==> src/rtl/inv_share_arbiter.sv <==
`default_nettype none
// ============================================================================
// Module      : inv_share_arbiter
// Description : Round-robin controller that shares one W-bit inverter among
//               NREQ requesters. It arbitrates, latches the winning operand,
//               drives the shared inverter, then returns the captured result
//               tagged with the requester ID. It also raises a sticky flag
//               whenever the inverter output differs from ~operand.
// Revision    : 1.0 - initial release
// ----------------------------------------------------------------------------
// Ports:
//   clk        in   1       system clock, rising edge
//   rst        in   1       synchronous reset, active-high
//   req        in   NREQ    per-requester request (bit k = requester k)
//   req_data   in   NREQ*W  operands, requester k at [k*W +: W]
//   gnt        out  NREQ    one-hot grant/ack pulse, registered
//   inv_in     out  W       operand presented to the shared inverter
//   inv_out    in   W       combinational result from the shared inverter
//   resp_valid out  1       one-cycle pulse: result available
//   resp_id    out  IDW     requester index of the current result
//   resp_data  out  W       captured inverter result
//   busy       out  1       operation in flight (state != IDLE)
//   mismatch   out  1       sticky: inverter result != ~operand
// ============================================================================
module inv_share_arbiter #(
    parameter int NREQ = 4,
    parameter int W    = 8,
    parameter int IDW  = 2
) (
    input  logic              clk,
    input  logic              rst,
    input  logic [NREQ-1:0]   req,
    input  logic [NREQ*W-1:0] req_data,
    output logic [NREQ-1:0]   gnt,
    output logic [W-1:0]      inv_in,
    input  logic [W-1:0]      inv_out,
    output logic              resp_valid,
    output logic [IDW-1:0]    resp_id,
    output logic [W-1:0]      resp_data,
    output logic              busy,
    output logic              mismatch
);

    typedef enum logic [1:0] {
        ST_IDLE  = 2'd0,
        ST_GRANT = 2'd1,
        ST_EXEC  = 2'd2
    } state_t;

    localparam logic [IDW-1:0] C_RR_LAST_RST = IDW'(NREQ - 1);

    state_t            r_state_q,      w_state_d;
    logic [NREQ-1:0]   r_gnt_q,        w_gnt_d;
    logic [W-1:0]      r_dreg_q,       w_dreg_d;
    logic [IDW-1:0]    r_id_q,         w_id_d;
    logic [IDW-1:0]    r_rr_last_q,    w_rr_last_d;
    logic              r_resp_valid_q, w_resp_valid_d;
    logic [IDW-1:0]    r_resp_id_q,    w_resp_id_d;
    logic [W-1:0]      r_resp_data_q,  w_resp_data_d;
    logic              r_mismatch_q,   w_mismatch_d;

    // Arbitration helpers
    logic              w_any;       // any request present
    logic              w_hi_any;    // any request above rr_last
    logic [IDW-1:0]    w_lo;        // lowest requesting index overall
    logic [IDW-1:0]    w_hi;        // lowest requesting index above rr_last
    logic [IDW-1:0]    w_win;
    logic [W-1:0]      w_win_data;

    // Round-robin pick: the lowest requester above rr_last wins; if none is
    // above it the search wraps and the lowest requester overall wins.
    // Scanning downward lets the last assignment be the lowest index.
    always_comb begin
        w_any      = 1'b0;
        w_hi_any   = 1'b0;
        w_lo       = '0;
        w_hi       = '0;
        w_win_data = '0;
        for (int k = NREQ - 1; k >= 0; k--) begin
            if (req[k]) begin
                w_any = 1'b1;
                w_lo  = IDW'(k);
                if (IDW'(k) > r_rr_last_q) begin
                    w_hi_any = 1'b1;
                    w_hi     = IDW'(k);
                end
            end
        end
        w_win = w_hi_any ? w_hi : w_lo;
        for (int k = 0; k < NREQ; k++) begin
            if (IDW'(k) == w_win) begin
                w_win_data = req_data[k*W +: W];
            end
        end
    end

    // Next-state logic
    always_comb begin
        w_state_d      = r_state_q;
        w_gnt_d        = r_gnt_q;
        w_dreg_d       = r_dreg_q;
        w_id_d         = r_id_q;
        w_rr_last_d    = r_rr_last_q;
        w_resp_valid_d = 1'b0;
        w_resp_id_d    = r_resp_id_q;
        w_resp_data_d  = r_resp_data_q;
        w_mismatch_d   = r_mismatch_q;

        case (r_state_q)
            ST_IDLE: begin
                if (w_any) begin
                    w_gnt_d     = NREQ'(1) << w_win;
                    w_dreg_d    = w_win_data;
                    w_id_d      = w_win;
                    w_rr_last_d = w_win;
                    w_state_d   = ST_GRANT;
                end
            end
            ST_GRANT: begin
                w_gnt_d   = '0;
                w_state_d = ST_EXEC;
            end
            ST_EXEC: begin
                w_resp_data_d  = inv_out;
                w_resp_id_d    = r_id_q;
                w_resp_valid_d = 1'b1;
                if (inv_out != ~r_dreg_q) begin
                    w_mismatch_d = 1'b1;
                end
                w_state_d = ST_IDLE;
            end
            default: begin
                w_gnt_d   = '0;
                w_state_d = ST_IDLE;
            end
        endcase
    end

    always_ff @(posedge clk) begin
        if (rst) begin
            r_state_q      <= ST_IDLE;
            r_gnt_q        <= '0;
            r_dreg_q       <= '0;
            r_id_q         <= '0;
            r_rr_last_q    <= C_RR_LAST_RST;
            r_resp_valid_q <= 1'b0;
            r_resp_id_q    <= '0;
            r_resp_data_q  <= '0;
            r_mismatch_q   <= 1'b0;
        end else begin
            r_state_q      <= w_state_d;
            r_gnt_q        <= w_gnt_d;
            r_dreg_q       <= w_dreg_d;
            r_id_q         <= w_id_d;
            r_rr_last_q    <= w_rr_last_d;
            r_resp_valid_q <= w_resp_valid_d;
            r_resp_id_q    <= w_resp_id_d;
            r_resp_data_q  <= w_resp_data_d;
            r_mismatch_q   <= w_mismatch_d;
        end
    end

    assign gnt        = r_gnt_q;
    assign inv_in     = r_dreg_q;
    assign resp_valid = r_resp_valid_q;
    assign resp_id    = r_resp_id_q;
    assign resp_data  = r_resp_data_q;
    assign busy       = (r_state_q != ST_IDLE);
    assign mismatch   = r_mismatch_q;

endmodule
`default_nettype wire

==> config.mk <==
export PLATFORM = sky130hd
export DESIGN_NAME = inv_share_arbiter
export DESIGN_NICKNAME = d
export VERILOG_FILES = /design/src/rtl/inv_share_arbiter.sv
export SDC_FILE = /design/constraint.sdc
export NUM_CORES = 1
export LEC_CHECK = 0
export ABC_AREA = 1
export ABC_CLOCK_PERIOD_IN_PS = 3400
export BUFFER_PORTS_ARGS = -buffer_cell sky130_fd_sc_hd__buf_2
export CORE_UTILIZATION = 51
export CTS_CLUSTER_DIAMETER = 100
export CTS_CLUSTER_SIZE = 20
export DETAILED_ROUTE_END_ITERATION = 7
export HOLD_SLACK_MARGIN = 0.06
export PLACE_DENSITY_LB_ADDON = 0.3
export SETUP_SLACK_MARGIN = 0.4
export SKIP_LAST_GASP = 1
export SYNTH_ARGS = -nofsm -noshare
export SYNTH_HDL_FRONTEND = slang
export SYNTH_SLANG_ARGS = --single-unit
==> constraint.sdc <==
create_clock -name clk -period 3.4 [get_ports clk]
set_input_delay 0.51 -clock clk [delete_from_list [all_inputs] [get_ports clk]]
set_output_delay 0.51 -clock clk [all_outputs]
set_load 0.05 [all_outputs]
==> reports/metrics.sh <==
H-TREE-DEPTH=2
CP.ARRIVAL_NS=1.11
DRT_PRE_ANTENNA_ITERS=4
DIE_W_UM=58.48
RUN_STATUS='completed'
SYNTHESIS.AREA_PER_INSTANCE_UM2=6.892
WORST_PIN_SLEW_NS=0.6508
ENDPOINT_KIND='output pin'
MOSTFREQUENTLAYOUTCELLS='sky130_fd_sc_hd__buf_2 (70), sky130_fd_sc_hd__nor2_1 (47), sky130_fd_sc_hd__nand2_1 (40)'
DRCVIOLATIONCOUNT=0
LAYOUT_WORST_PATH_CYCLE_SHARE=0.4759
SYNTH-EDFF-COUNT=0
RSZ_0062_RAISED_AFTER_GLOBAL_ROUTING='no'
SEQ_AREA_UM2=600.6
LAYOUT.NETS=351
INITIAL_UTILIZATION=0.5372
DRIVE_GT1_FRAC=0.3410
POSTROUTEANTENNANETS=0
CRITPATHMAXFANOUT=4
MAXCAPVIOLCOUNT=0
REG_TO_REG_SLACK_SETUP_NS=1.79
FINALWEIGHTEDCONGESTION=0.8822
YOSYS.CELL_TYPES.COUNT=28
POSTCTSRESIZEDCELLS=0
FLOORPLAN.IO_PINS=71
GLOBAL_ROUTE.USAGE.TOTAL=0.2472
P_COMB_FRAC=0.392
I_O_BUFFERS=70
DP_WORST_SETUP_SLACK_NS=1.619
PEAK_FREQ_MHz=618.0
GRT_ANTENNA_BEFORE_REPAIR=0
AREA_OF_THE_MULTI_INPUT_GATES_UM2=878.3
CRITICALPATHCATEGORY='reg2out'
CLOCK-SINKS=30
INITIALDRTVIOLATIONCOUNT=91
FINAL_MAX_SLEW_VIOL_COUNT=0
WORST_SKEW_PAIR.LATE_LATENCY_NS=0.33
TRITONCTS='built'
VDD_DROP_MAX_mV=0.2754
FIN_SETUP_TNS_NS=0
POSTSYNTHNETCOUNT=282
SYNTH-SEQ-AREA-SHARE=0.3692
FILLCELLCOUNT=291
WORST-ENDPOINT-REQUIRED_NS=2.89
GRT_PASS1_VIAS=1544
SYNTH.CELL_AREA_UM2=1627
SYNTH_SEQ_CELLS=30
VIAS_PER_CELL=4.951
CLOCK_POWER_SHARE=0.195
CTS_HOLD_REPAIR.BUFFERS=0
HOLD_SLACK_NS=0.4312
PERIOD_MINUS_SLACK_NS=1.618
SYNTH-WARNING-COUNT=0
GR-TOTAL-OVERFLOW=0
PWR_CELL_AREA_nW_PER_UM2=497.5
WORSTHOLDPATHTYPE='in2reg'
TOTAL_LEAKAGE_POWER_nW=1.067
GRT_MAX_DEGREE=19
ROUTE.FINAL.WIRE_LENGTH_UM=3821
DIE_HEIGHT_UM=58.48
MAX-SLEW-MARGIN-REL=0.5646
ROWS=20
FULL_DIE_AREA_UM2=3419
HPWLAFTERDP_UM=3030
SEQPWRFRAC=0.414
CLK_TRANSITION_REPORTED_PATHS_NS=0.10
CTS.PATH.MAX_BUFFERS=2
FINALHOLDVIOLATIONS=0
SETUP_VIOL_COUNT_FINAL=0
N_ANTENNA_CELL=0
P_SW_FRAC=0.4229
PLACEABLECOREAREA_UM2=3028
LAYOUT_COMMONEST_CELL='sky130_fd_sc_hd__buf_2'
AREA_GROWTH_SYN_TO_LAYOUT_PCT=24.62
WL_PER_CELL_UM=10.95
SYNTHFLOPTYPE='sky130_fd_sc_hd__dfxtp_1'
FINAL_UTIL=0.6694
START_KIND='flip-flop'
CTS-BUFFERS-INSERTED=5
P_SWITCHING_W=0.0004264
TOTAL_VIAS_IN_THE_FINAL_ROUTE=1728
ASYNCSETRESETFLOPFRACSYNTH=0
POST_CTS_SETUP_BUFFERS=0
GRT_PASS1_WL_UM=6403
CTS_ROOT_BUF='sky130_fd_sc_hd__clkbuf_4'
FIN_WORST_SKEW_NS=0.01001
SYN-INSTANCE-COUNT=236
FIN_WS_NS=1.782
CELL_INTERNAL_PWR_W=0.0005819
-- sequential cells by signal, indices dropped and copies added, names as in the netlist --
signal and cells:
resp_valid 1, r_state_q 2, r_rr_last_q 2, mismatch 1
gnt 4, r_id_q 2, resp_id 2, inv_in 8
resp_data 8
-- through the flow --
stage	power, W	cell area, um2	cells
after floorplan	0.0007345	1627	236
after global placement	0.0008152	1979	342
after detailed placement	0.0008208	1979	342
after CTS	0.001012	2027	349
after global routing	0.001076	2027	349
final	0.001008	2027	349
-- cell type report --
class                   instances  share of cell area
clock inverters                 2            0.004938
flip-flops and latches         30              0.2963
inverters                      24             0.04691
multi-input cells             174              0.4333
clock buffers                   5             0.01852
well taps                      44             0.02716
repair buffers                 70              0.1728
-- worst max-delay path, cell delays in order (launching register included) --
cell and delay [ns]:
sky130_fd_sc_hd__dfxtp_1 0.42, sky130_fd_sc_hd__nor2_1 0.07, sky130_fd_sc_hd__inv_1 0.05, sky130_fd_sc_hd__buf_2 0.25
-- metal layers --
layer,share of wire,track usage
met1,0.44,0.2900
met2,0.50,0.4335
met3,0.058,0.09011
met4,0.0092,0.05102
met5,0,0
-- power by group through the flow --
stage          Clock, W  Sequential (W)  Combinational [W]
2_1_floorplan         0        0.000521           0.000213
3_3_place_gp          0        0.000424           0.000391
3_5_place_dp          0        0.000425           0.000396
4_1_cts        0.000198        0.000417           0.000397
5_1_grt        0.000222        0.000422           0.000432
6_report       0.000196        0.000417           0.000395
-- cells in the mapped netlist, drive strengths merged (2+ instances only) --
library cell / count / share of area
xor2: 3 / 0.016
dfxtp: 30 / 0.37
nand2: 49 / 0.14
inv: 24 / 0.058
o22ai: 2 / 0.0077
buf: 4 / 0.023
o21ai: 13 / 0.042
or2: 5 / 0.019
nand4: 7 / 0.027
a21oi: 11 / 0.034
nor2: 50 / 0.13
clkbuf: 4 / 0.0092
nor3: 3 / 0.012
nand3: 28 / 0.094
-- cells by family (layout without fill, tap and decap cells) --
logic type / after synthesis / after routing / share of synthesized area
compound gates: 29 / 29 / 0.1008
xor+xnor: 3 / 3 / 0.01616
buf+inv: 32 / 101 / 0.09076
flops: 30 / 30 / 0.3692
simple gates: 142 / 142 / 0.4231
-- path summary, 6_finish.rpt --
path,startpoint,end,depth (start not counted)
max,r_state_q[0],busy,3
min,inv_out[7],resp_data[7],3
max reg2reg,r_state_q[1],resp_data[4],5
min reg2reg,r_state_q[1],r_state_q[1],1
Note: power is estimated with default switching activity, not from simulation.
